File: config.mk
export PLATFORM = sky130hd
export DESIGN_NAME = parity_frame_rx
export DESIGN_NICKNAME = d
export VERILOG_FILES = /design/src/rtl/parity_frame_rx_pkg.sv /design/src/rtl/frame_bit_counter.sv /design/src/rtl/parity_frame_rx.sv
export SDC_FILE = /design/constraint.sdc
export NUM_CORES = 1
export LEC_CHECK = 0
export CORE_MARGIN = 3
export CORE_UTILIZATION = 47
export CTS_CLUSTER_SIZE = 28
export DETAILED_ROUTE_END_ITERATION = 16
export PLACE_DENSITY = 0.77
export SLEW_MARGIN = 40
export SYNTH_ARGS = -nofsm -noshare
export SYNTH_HDL_FRONTEND = slang
export SYNTH_HIERARCHICAL = 1
export SYNTH_SLANG_ARGS = --single-unit
File: constraint.sdc
create_clock -name clk -period 2.3 [get_ports clk]
set_input_delay 0.46 -clock clk [delete_from_list [all_inputs] [get_ports clk]]
set_output_delay 0.46 -clock clk [all_outputs]
set_load 0.01 [all_outputs]
File: src/rtl/parity_frame_rx_pkg.sv
// ----------------------------------------------------------------------------
// parity_frame_rx_pkg
// Shared definitions for the parity-protected serial frame receiver.
//   state_t    : receiver FSM state encoding (2 bits)
//   cnt_width(): width of the data-bit counter for a given frame data width
// ----------------------------------------------------------------------------
package parity_frame_rx_pkg;

    // Receiver FSM states. The encodings are fixed so that other blocks
    // on the link can decode the state from a probe if needed.
    typedef enum logic [1:0] {
        ST_IDLE   = 2'd0,
        ST_DATA   = 2'd1,
        ST_PARITY = 2'd2,
        ST_STOP   = 2'd3
    } state_t;

    // Counter width that holds 0 .. w-1. A width of at least 1 keeps the
    // counter well formed even for degenerate widths.
    function automatic int cnt_width(input int w);
        return (w > 1) ? $clog2(w) : 1;
    endfunction

endpackage : parity_frame_rx_pkg

File: src/rtl/frame_bit_counter.sv
// ----------------------------------------------------------------------------
// frame_bit_counter
// Counts data bits within one frame.
// Ports:
//   clk     in   1   clock, rising edge
//   reset   in   1   asynchronous, active-high reset (count -> 0)
//   clear   in   1   restart the count at 0 (start bit accepted)
//   enable  in   1   one data bit is being sampled this cycle
//   last    out  1   the bit being sampled now is the DATA_W-th data bit
// ----------------------------------------------------------------------------
module frame_bit_counter
    import parity_frame_rx_pkg::*;
#(
    parameter int DATA_W = 8
) (
    input  logic clk,
    input  logic reset,
    input  logic clear,
    input  logic enable,
    output logic last
);

    localparam int CNT_W = cnt_width(DATA_W);
    localparam logic [CNT_W-1:0] LAST_IDX = CNT_W'(DATA_W - 1);

    logic [CNT_W-1:0] count_reg;

    // The count saturates at the last index rather than wrapping; the FSM
    // leaves the data phase on that bit, and the next start bit clears it.
    always_ff @(posedge clk or posedge reset) begin
        if (reset) begin
            count_reg <= '0;
        end else if (clear) begin
            count_reg <= '0;
        end else if (enable && (count_reg != LAST_IDX)) begin
            count_reg <= count_reg + 1'b1;
        end
    end

    assign last = (count_reg == LAST_IDX);

endmodule : frame_bit_counter

File: src/rtl/parity_frame_rx.sv
// ----------------------------------------------------------------------------
// parity_frame_rx
// Serial receiver for frames of the form
//   start(0), DATA_W data bits LSB first, parity bit, stop(1).
// Recomputes XOR parity over the data, compares it with the received parity
// bit and reports the data word together with parity and framing errors.
// One line bit is consumed per clock cycle with in_valid=1.
// Ports:
//   clk         in   1       clock, rising edge
//   reset       in   1       asynchronous, active-high reset
//   in_valid    in   1       in_bit is sampled this cycle (0 = hold state)
//   in_bit      in   1       serial line bit, idles at 1
//   data_out    out  DATA_W  data of the last completed frame (held)
//   data_valid  out  1       one-cycle pulse: a frame completed
//   parity_err  out  1       with data_valid: parity mismatch
//   frame_err   out  1       with data_valid: stop bit was 0
//   busy        out  1       receiver is inside a frame
// ----------------------------------------------------------------------------
module parity_frame_rx
    import parity_frame_rx_pkg::*;
#(
    parameter int DATA_W     = 8,
    parameter bit ODD_PARITY = 1'b0
) (
    input  logic              clk,
    input  logic              reset,
    input  logic              in_valid,
    input  logic              in_bit,
    output logic [DATA_W-1:0] data_out,
    output logic              data_valid,
    output logic              parity_err,
    output logic              frame_err,
    output logic              busy
);

    state_t              state_reg;
    logic [DATA_W-1:0]   shift_reg;
    logic                acc_reg;        // running XOR of data bits (seeded)
    logic                perr_reg;       // parity verdict, held until stop
    logic [DATA_W-1:0]   data_out_reg;
    logic                data_valid_reg;
    logic                parity_err_reg;
    logic                frame_err_reg;

    logic                cnt_clear;
    logic                cnt_enable;
    logic                cnt_last;

    // A start bit restarts the count; every sampled data bit advances it.
    assign cnt_clear  = in_valid && (state_reg == ST_IDLE) && !in_bit;
    assign cnt_enable = in_valid && (state_reg == ST_DATA);

    frame_bit_counter #(
        .DATA_W (DATA_W)
    ) u_bit_counter (
        .clk    (clk),
        .reset  (reset),
        .clear  (cnt_clear),
        .enable (cnt_enable),
        .last   (cnt_last)
    );

    // Receiver FSM with registered outputs. The pulse outputs default low
    // every cycle, so a stalled cycle (in_valid=0) never repeats a pulse.
    always_ff @(posedge clk or posedge reset) begin
        if (reset) begin
            state_reg      <= ST_IDLE;
            shift_reg      <= '0;
            acc_reg        <= 1'b0;
            perr_reg       <= 1'b0;
            data_out_reg   <= '0;
            data_valid_reg <= 1'b0;
            parity_err_reg <= 1'b0;
            frame_err_reg  <= 1'b0;
        end else begin
            data_valid_reg <= 1'b0;
            parity_err_reg <= 1'b0;
            frame_err_reg  <= 1'b0;

            if (in_valid) begin
                case (state_reg)
                    ST_IDLE: begin
                        if (!in_bit) begin
                            state_reg <= ST_DATA;
                            // Seeding with ODD_PARITY makes a zero final
                            // verdict mean "parity good" for either mode.
                            acc_reg   <= ODD_PARITY;
                        end
                    end

                    ST_DATA: begin
                        // LSB arrives first: shift right, insert at MSB so
                        // the first bit lands in bit 0 after DATA_W shifts.
                        shift_reg <= {in_bit, shift_reg[DATA_W-1:1]};
                        acc_reg   <= acc_reg ^ in_bit;
                        if (cnt_last) begin
                            state_reg <= ST_PARITY;
                        end
                    end

                    ST_PARITY: begin
                        perr_reg  <= acc_reg ^ in_bit;
                        state_reg <= ST_STOP;
                    end

                    ST_STOP: begin
                        // The frame is delivered even when damaged; a 0 stop
                        // bit goes straight back to IDLE and is not taken as
                        // the next start bit.
                        data_out_reg   <= shift_reg;
                        parity_err_reg <= perr_reg;
                        frame_err_reg  <= ~in_bit;
                        data_valid_reg <= 1'b1;
                        state_reg      <= ST_IDLE;
                    end

                    default: begin
                        state_reg <= ST_IDLE;
                    end
                endcase
            end
        end
    end

    assign data_out   = data_out_reg;
    assign data_valid = data_valid_reg;
    assign parity_err = parity_err_reg;
    assign frame_err  = frame_err_reg;
    assign busy       = (state_reg != ST_IDLE);

endmodule : parity_frame_rx

==> flow_metrics.tcl <==
set metrics [dict create \
    num_vias 693 \
    cts_made_buffers 3 \
    drtAntennaViolNets 0 \
    synth_cell_type_count 23 \
    grt_pass1_wl_mm 3.04 \
    cts_setup_buffers 0 \
    crit_slowest_cell "clkdlybuf4s50_1" \
    syn_area_um2 1200 \
    leakage_nw 0.723 \
    htreeDepth 1 \
    die_width_um 56.6 \
    worst_ep_arrival_time_ns 1.67 \
    rows 17 \
    reg2reg_to "u_bit_counter/count_reg[0]$_DFFE_PP0P_" \
    setup_viol 0 \
    fin_nets 120 \
    clock_latency_ns 0.31 \
    cts_tree "yes" \
    finalHoldViolCount 0 \
    required_ns 1.84 \
    setup.worst_path.class "register to primary output" \
    r2r_setup_slack_ns 0.62 \
    rr_worst_depth 6 \
    fmax_mhz 469 \
    min_period_over_period_pct 92.7 \
    portBuffers 15 \
    hp-class "primary input to async pin" \
    n_antenna_cell 0 \
    io_pins 16 \
    path_clk_slew_ns 0.14 \
    place.gp.congestion 0.795 \
    p_per_area_nw_per_um2 1240 \
    wire_per_inst_um 13.4 \
    rsz0062_at_grt "false" \
    drive_gt1_share_pct 24.1 \
    crit_family "buffers and inverters" \
    status "complete, no violations" \
    post-place-ws_ns 0.330 \
    skew_ns 0.00743 \
    initial_core_util_pct 51.8 \
    cts_sinks 26 \
    hold_buffers 0 \
    firstDrtPassIters 4 \
    yosys_warnings 6 \
    cap_violations 0 \
    crit_chain "inv_1 > ha_1 > inv_1 > clkdlybuf4s50_1" \
    slowest_delay_ns 0.53 \
    vias_per_cell 5.10 \
    slew_violations 0 \
    syn_avg_cell_area_um2 13.6 \
    post_cts_resized 0 \
    syn_to_final_growth_pct 18.8 \
    cp_max_fo 4 \
    dieArea_um2 3200 \
    globalRouteTotalUtil_pct 12.6 \
    synth-seq-cells 26 \
    reg2reg_from "state_reg[1]$_DFFE_PP0P_" \
    grt_overflow_total 0 \
    drt-total-wl_mm 1.82 \
    path_common_cell "inv_1" \
    fin_crit_ns 2.13 \
    core_um2 2320 \
    syn_inst 88 \
    drtIter0Drc 9 \
    power.total_mw 1.77 \
    cp_num_buf_inv 3 \
    ir_worst_vdd_mv 0.699 \
    slew_headroom_pct 79.9 \
    antenna_found_initial 0 \
    grt_pass1_vias 697 \
    start_kind "register" \
    finalWorstSetupSlack_ns 0.167 \
    syn_nets 99 \
    grt_start_max_net_pins 24 \
    dp_hpwl_mm 1.39 \
    worstMarginPinSlew_ns 0.300 \
    end_kind "primary output" \
    clock_path_buffers 2 \
    cts-root-buf "clkbuf_4" \
    yosysSeqAreaShare_pct 54.2 \
    tns_ns 0 \
    die_h_um 56.6 \
    drc 0 \
]
## Yosys cell counts, drive strengths merged
cell type / count / share of area [%]
a21oi: 2 / 0.83
a31oi: 1 / 0.52
and3: 1 / 0.52
buf: 1 / 0.94
dfrtp: 26 / 54
ha: 7 / 7.3
inv: 7 / 2.2
mux2: 17 / 18
mux2i: 2 / 1.7
nand2: 5 / 2.8
nand2b: 5 / 2.6
nand3: 2 / 1.2
nand4bb: 2 / 1.9
nor2: 4 / 1.2
nor2b: 2 / 1.7
o21ai: 3 / 1.2
xnor2: 1 / 0.73
## area by class of cell
class                           instances  area (um2)
Timing Repair Buffer                   17         165
Tap cell                               28        35.0
Inverter                                7        26.3
Clock buffer                            4        36.3
Multi-Input combinational cell         54         513
Fill cell                             193         892
Sequential cell                        26         651
## cells in the final DEF, fill, tap and decap left out
cell type        synthesis  final
o21ai_0                  1      1
nand3_2                  1      1
o21ai_1                  2      2
clkbuf_8                 0      1
dfrtp_1                 26     26
mux2i_1                  2      2
nor2b_1                  1      1
xnor2_1                  1      1
nor2b_4                  1      1
inv_1                    7      7
nand3_1                  1      1
nand2_1                  3      3
nand2b_1                 5      5
nand2_4                  2      2
nor2_1                   4      4
clkdlybuf4s50_1          0     15
mux2_2                   8      8
and3_1                   1      1
a21oi_1                  2      2
ha_1                     7      7
a31oi_1                  1      1
mux2_4                   8      8
mux2_1                   1      1
buf_4                    0      2
clkbuf_4                 0      3
nand4bb_1                2      2
## worst reg2reg max path, cell delays in order (launching register included)
cell	delay, ns
dfrtp_1	0.44
inv_1	0.11
ha_1	0.27
nand2_4	0.15
inv_1	0.13
nor2b_4	0.18
mux2_4	0.30
## power breakdown
part | internal, mW | switching (mW) | leakage (nW)
Clock | 0.0967 | 0.127 | 0.0210
Combinational | 0.458 | 0.307 | 0.373
Sequential | 0.654 | 0.131 | 0.329
Total | 1.21 | 0.565 | 0.723
## worst max-delay path by stage
stage | start | to | slack [ns] | depth (start not counted)
after detailed placement | in_valid | u_bit_counter/count_reg[0]$_DFFE_PP0P_ | 0.33 | 6
final | state_reg[1]$_DFFE_PP0P_ | busy | 0.17 | 4
after CTS | state_reg[1]$_DFFE_PP0P_ | busy | 0.14 | 4
after global routing | state_reg[1]$_DFFE_PP0P_ | busy | 0.05 | 4
after global placement | in_valid | u_bit_counter/count_reg[0]$_DFFE_PP0P_ | 0.41 | 6
after floorplan | state_reg[1]$_DFFE_PP0P_ | u_bit_counter/count_reg[0]$_DFFE_PP0P_ | 0.80 | 6
## kinds of logic (layout without fill, tap and decap cells)
logic type,Yosys count,count (layout),share of synthesized area (%)
buf+inv,8,28,3.13
fa+ha+maj,7,7,7.29
xor+xnor,1,1,0.729
compound gates,6,6,2.60
simple gates,21,21,12.0
flops,26,26,54.2
mux,19,19,20.1
## routing by layer
metal  global-route usage (%)  share of wire [%]
met5                        0                  0
met4                     6.10                2.0
met3                     2.76                3.4
met2                     20.6                 48
met1                     15.7                 47
## through the flow
step	instances	utilization [%]	instance area [um2]	hold slack [ns]
3_3_place_gp	132	60.0	1390	0.489
6_report	136	61.5	1430	0.315
4_1_cts	136	61.5	1430	0.307
2_1_floorplan	88	-	1200	0.214
3_5_place_dp	132	60.0	1390	0.494
5_1_grt	136	61.5	1430	0.306
(Power assumes the default switching activity.)
==> RTL change 1, RTL diff (same flow settings) <==
The 4 states of `state_t` get a one-hot encoding in 4 bits.
--- a/src/rtl/parity_frame_rx_pkg.sv
+++ b/src/rtl/parity_frame_rx_pkg.sv
@@ -8,11 +8,11 @@
 
     // Receiver FSM states. The encodings are fixed so that other blocks
     // on the link can decode the state from a probe if needed.
-    typedef enum logic [1:0] {
-        ST_IDLE   = 2'd0,
-        ST_DATA   = 2'd1,
-        ST_PARITY = 2'd2,
-        ST_STOP   = 2'd3
+    typedef enum logic [3:0] {
+        ST_IDLE   = 4'b0001,
+        ST_DATA   = 4'b0010,
+        ST_PARITY = 4'b0100,
+        ST_STOP   = 4'b1000
     } state_t;
 
     // Counter width that holds 0 .. w-1. A width of at least 1 keeps the
Check against the original RTL: no difference found for any inputs over 10 cycles, from zero or initial values and one cycle with reset high; not proved beyond that.
==> RTL change 1 against the original RTL <==
Sequential cell count grew 2; routed wire length is 14% higher; setup slack better by 0.022 ns; cell area increased by 3.0%; core utilization grew 1.8 points; global-route usage increased by 2.2 points; critical path depth fell by 1; hold slack got worse by 0.016 ns; synthesized cell count increased by 2.3%; area after synthesis up 1.0%; first-iteration DRC count fell by 67%.
Power is not compared: it rests on default switching activity, and its combinational part moved more than twofold at a synthesized area within 25%.
==> RTL change 1: results (changes against the original RTL) <==
post-synthesis sequential area ratio 57.8% (+3.7 points); Distinct cells, synth 29 (+26%); via/cell ratio 5.40 (+6.0%); WHS 0.299 ns (-0.0158 ns); WL/cell 14.9 microns (+12%); Worst R2R Path Depth 5 (-1); Syn Area/Cell 13.5 sq um (-1.2%); Crit Reg-Reg Startpoint state_reg[3]; dpl hpwl 1.52 mm (+9.8%); status finished, final reports clean; CTS Buf Count 3 (unchanged); layout filler cell count 187 (-3.1%); dpl cells 135 (+2.3%); clock insertion delay at the later pin of the skew report 0.33 ns (+0.02 ns); Tightest Pin Transition 0.385 ns (+0.0843 ns); min Tclk post-route 2.11 ns (-0.0219 ns); DP Worst Slack 0.216 ns (-0.114 ns); delay-heaviest family, CP flip-flops; worst reg-to-reg setup slack 0.52 ns (-0.10 ns); Final Instance Area 0.00147 sq mm (+3.0%); vias in the first global route 782 (+12%); Arr. time, crit path 1.65 ns (-0.02 ns); largest net degree at the start of global routing 26 (+8.3%); top post-synthesis cells by count dfrtp_1, mux2_2, inv_1, nor2_1; Area contributors post-synth dfrtp_1, mux2_2, inv_1; clk_skew 0.00814 ns (+0.000712 ns); GPL Wtd Cong 0.805 (+1.2%); worst stage delay on the critical path 0.51 ns (-0.02 ns); Crit Path Max Fanout 7 (+3); placed cell area 0.00142 sq mm (+1.9%); DR iter-0 viols 3 (-6); global-route wire length before repair 3.69 mm (+22%); syn nets 96 (-3.0%); wirelength, routed 2.07 mm (+14%); leakage power 0.723 nW; GRT Total Usage 14.8% (+2.2 points); proportion of layout cells with a drive suffix above 1 27.9% (+3.9 points)
-- RTL change 1: cell count changes after synthesis, moves of 2 or more --
cell,change
mux2_2,+9
mux2_4,-7
ha_1,-5
nand2_1,-3
nand2b_1,-3
a21oi_1,-2
inv_1,+2
nand2_4,-2
-- RTL change 1: metal layers --
layer  up-vias  global-route usage (%)  wire [microns]
li1        352                       -               -
met1       381                    19.6             915
met2        13                    23.6            1040
met3         5                    2.53              69
met4         0                    6.95              45
met5         -                       0               0
-- RTL change 1: final cells by class --
| type | instances | area share (%) |
|---|---|---|
| sequential | 28 | 47.8 |
| multi-input combinational | 52 | 32.2 |
| timing repair buffer | 18 | 11.8 |
| tap | 28 | 2.39 |
| inverter | 9 | 2.30 |
| clock inverter | 1 | 2.04 |
| clock buffer | 3 | 1.53 |
-- RTL change 1: power groups by stage --
stage | registers [W] | clock network (W) | logic, W
after floorplan | 0.000670 | 0 | 0.000240
after global placement | 0.000685 | 0 | 0.000321
after detailed placement | 0.000690 | 0 | 0.000339
after CTS | 0.000680 | 0.000328 | 0.000340
after global routing | 0.000696 | 0.000351 | 0.000375
final | 0.000680 | 0.000323 | 0.000335
-- RTL change 1: worst max path at each step --
stage	startpoint	to	cells past startpoint
6_report	state_reg[2]	busy	3
5_1_grt	state_reg[2]	busy	3
4_1_cts	state_reg[2]	busy	3
3_5_place_dp	in_valid	u_bit_counter/count_reg[0]	5
3_3_place_gp	in_valid	u_bit_counter/count_reg[0]	5
2_1_floorplan	state_reg[3]	u_bit_counter/count_reg[0]	5
-- RTL change 1: kinds of logic after synthesis --
family / share of synthesized area, %
AOI/OAI and AO/OA: 5.36
xor gates and xnor gates: 1.44
adders and majority gates: 2.06
buffers and inverters: 3.20
DFF: 57.8
muxes: 17.8
and+or+nand+nor: 12.3
==> RTL change 2, RTL diff (same flow settings) <==
Without the edit above. Set the parameter `ODD_PARITY` to 1'b1 (it was 1'b0).
--- a/src/rtl/parity_frame_rx.sv
+++ b/src/rtl/parity_frame_rx.sv
@@ -20,7 +20,7 @@
     import parity_frame_rx_pkg::*;
 #(
     parameter int DATA_W     = 8,
-    parameter bit ODD_PARITY = 1'b0
+    parameter bit ODD_PARITY = 1'b1
 ) (
     input  logic              clk,
     input  logic              reset,
Function: same outputs for any inputs over 10 cycles, from zero or initial values and one cycle with reset high; that may be too few to reach the edited logic, so the function may still have changed.
==> RTL change 2 against the original RTL <==
Routed wire length shrank 1.8%; first-iteration DRC count shrank 100%; global-route usage shrank 0.46 points; cell area shrank 1.9%; sequential power shrank 1%; area after synthesis shrank 2.6%; sequential cell count is the same; setup slack lost 0.012 ns; total power shrank 5.2%; largest power group unchanged; highest routed layer unchanged.
==> RTL change 2: results (changes against the original RTL) <==
status finished, final reports clean; Reg clk slew, reported paths 0.13 ns; Max-Cap Viols 0 (unchanged); synthesized-area fraction occupied by adder cells 7.49% (+0.19 points); DP Worst Slack 0.261 ns (-0.0691 ns); top post-synthesis cells by count dfrtp_1, mux2_2, ha_1, inv_1, mux2_1; clk_skew 0.00287 ns (-0.00456 ns); post-synthesis xor/xnor area fraction 0.749% (+0.019 points); buffer share of cell area 11.8% (+0.23 points); sequential share of cell area 46.5% (+0.90 points); clock-net power 0.000216 W (-4%); drt pass-1 iters 1 (-3); clock insertion delay at the later pin of the skew report about 0.3 ns; GRT Total Usage 12.2% (-0.46 points); mux cell area share after synthesis 17.5% (-2.6 points); dpl hpwl 1.35 mm (-2.7%); clock tree cell share of total cell area 2.59% (+0.050 points); non-filler instance count after layout 136 (unchanged); proportion of layout cells with a drive suffix above 1 18.5% (-5.6 points); synth warn 6 (unchanged); layout filler cell count 186 (-3.6%); CLK BUF 4 (unchanged); CTS Buf Count 3 (unchanged); Sw Share 32.0% (+0.15 points); dpl cells 132 (unchanged); DR iter-0 viols 0 (-9); syn nets 99 (unchanged); placed cell area 0.00136 sq mm (-2.0%); ant diodes 0 (unchanged); Slowest-stage cell, CP clkdlybuf4s50_1; peak supply drop 610 uV (-13%); Tot Pwr 0.00168 W (-5.2%); Seq Cell Count 26 (unchanged); port bufs 15 (unchanged); Tightest Pin Transition 0.609 ns (+0.308 ns); Arr. time, crit path about 1.7 ns; leakage power 0.684 nW (-5.5%); Post-CTS Setup Repair Bufs 0 (unchanged); global-route wire length before repair 3.05 mm (+0.43%); Area contributors post-synth dfrtp_1, mux2_2, ha_1; Syn Area/Cell 13.3 sq um (-2.6%); clk buf depth 2 (unchanged); Inverters excl. clock 7 (unchanged); Distinct cells, synth 25 (+8.7%); wirelength, routed 1.78 mm (-1.8%); worst stage delay on the critical path 0.53 ns (about the same); vias in the first global route 718 (+3.0%); Synth Area in Compound Gates 2.25% (-0.36 points); Flop pwr share 46.0% (+1.7 points); multi-input combinational area share 34.7% (-1.3 points); via count 689 (-0.58%); post-synthesis sequential area ratio 55.6% (+1.4 points); GPL Wtd Cong 0.742 (-6.6%); H-tree levels 1 (unchanged); initial antenna violation count 0 (unchanged); Signal buffers 17 (unchanged)
[RTL change 2: cell types whose count changed in the layout (fill, tap and decap cells not counted), sizes merged]
cell / delta
nand2b: -2
nor3b: +2
a21oi: -1
mux2i: -1
nand2: +1
nand3: +1
nor2: -1
or3: +1
[RTL change 2: final timing paths]
| check | slack, ns | start | cells after the start | to |
|---|---|---|---|---|
| max | 0.16 | state_reg[0] | 4 | busy |
| min | 0.32 | reset | 2 | u_bit_counter/count_reg[0] |
| max reg2reg | 0.42 | state_reg[0] | 6 | u_bit_counter/count_reg[0] |
| min reg2reg | 0.51 | shift_reg[0] | 1 | shift_reg[0] |
| max in group asynchronous | 1.58 | reset | 3 | frame_err |
| min in group clk | 0.51 | shift_reg[0] | 1 | shift_reg[0] |
[RTL change 2: metal layers]
metal / global-route usage (%) / vias to the layer above / routed length [microns]
li1: - / 337 / -
met1: 15.9 / 327 / 800
met2: 19.3 / 16 / 829
met3: 3.48 / 9 / 96
met4: 4.41 / 0 / 56
met5: 0 / - / 0
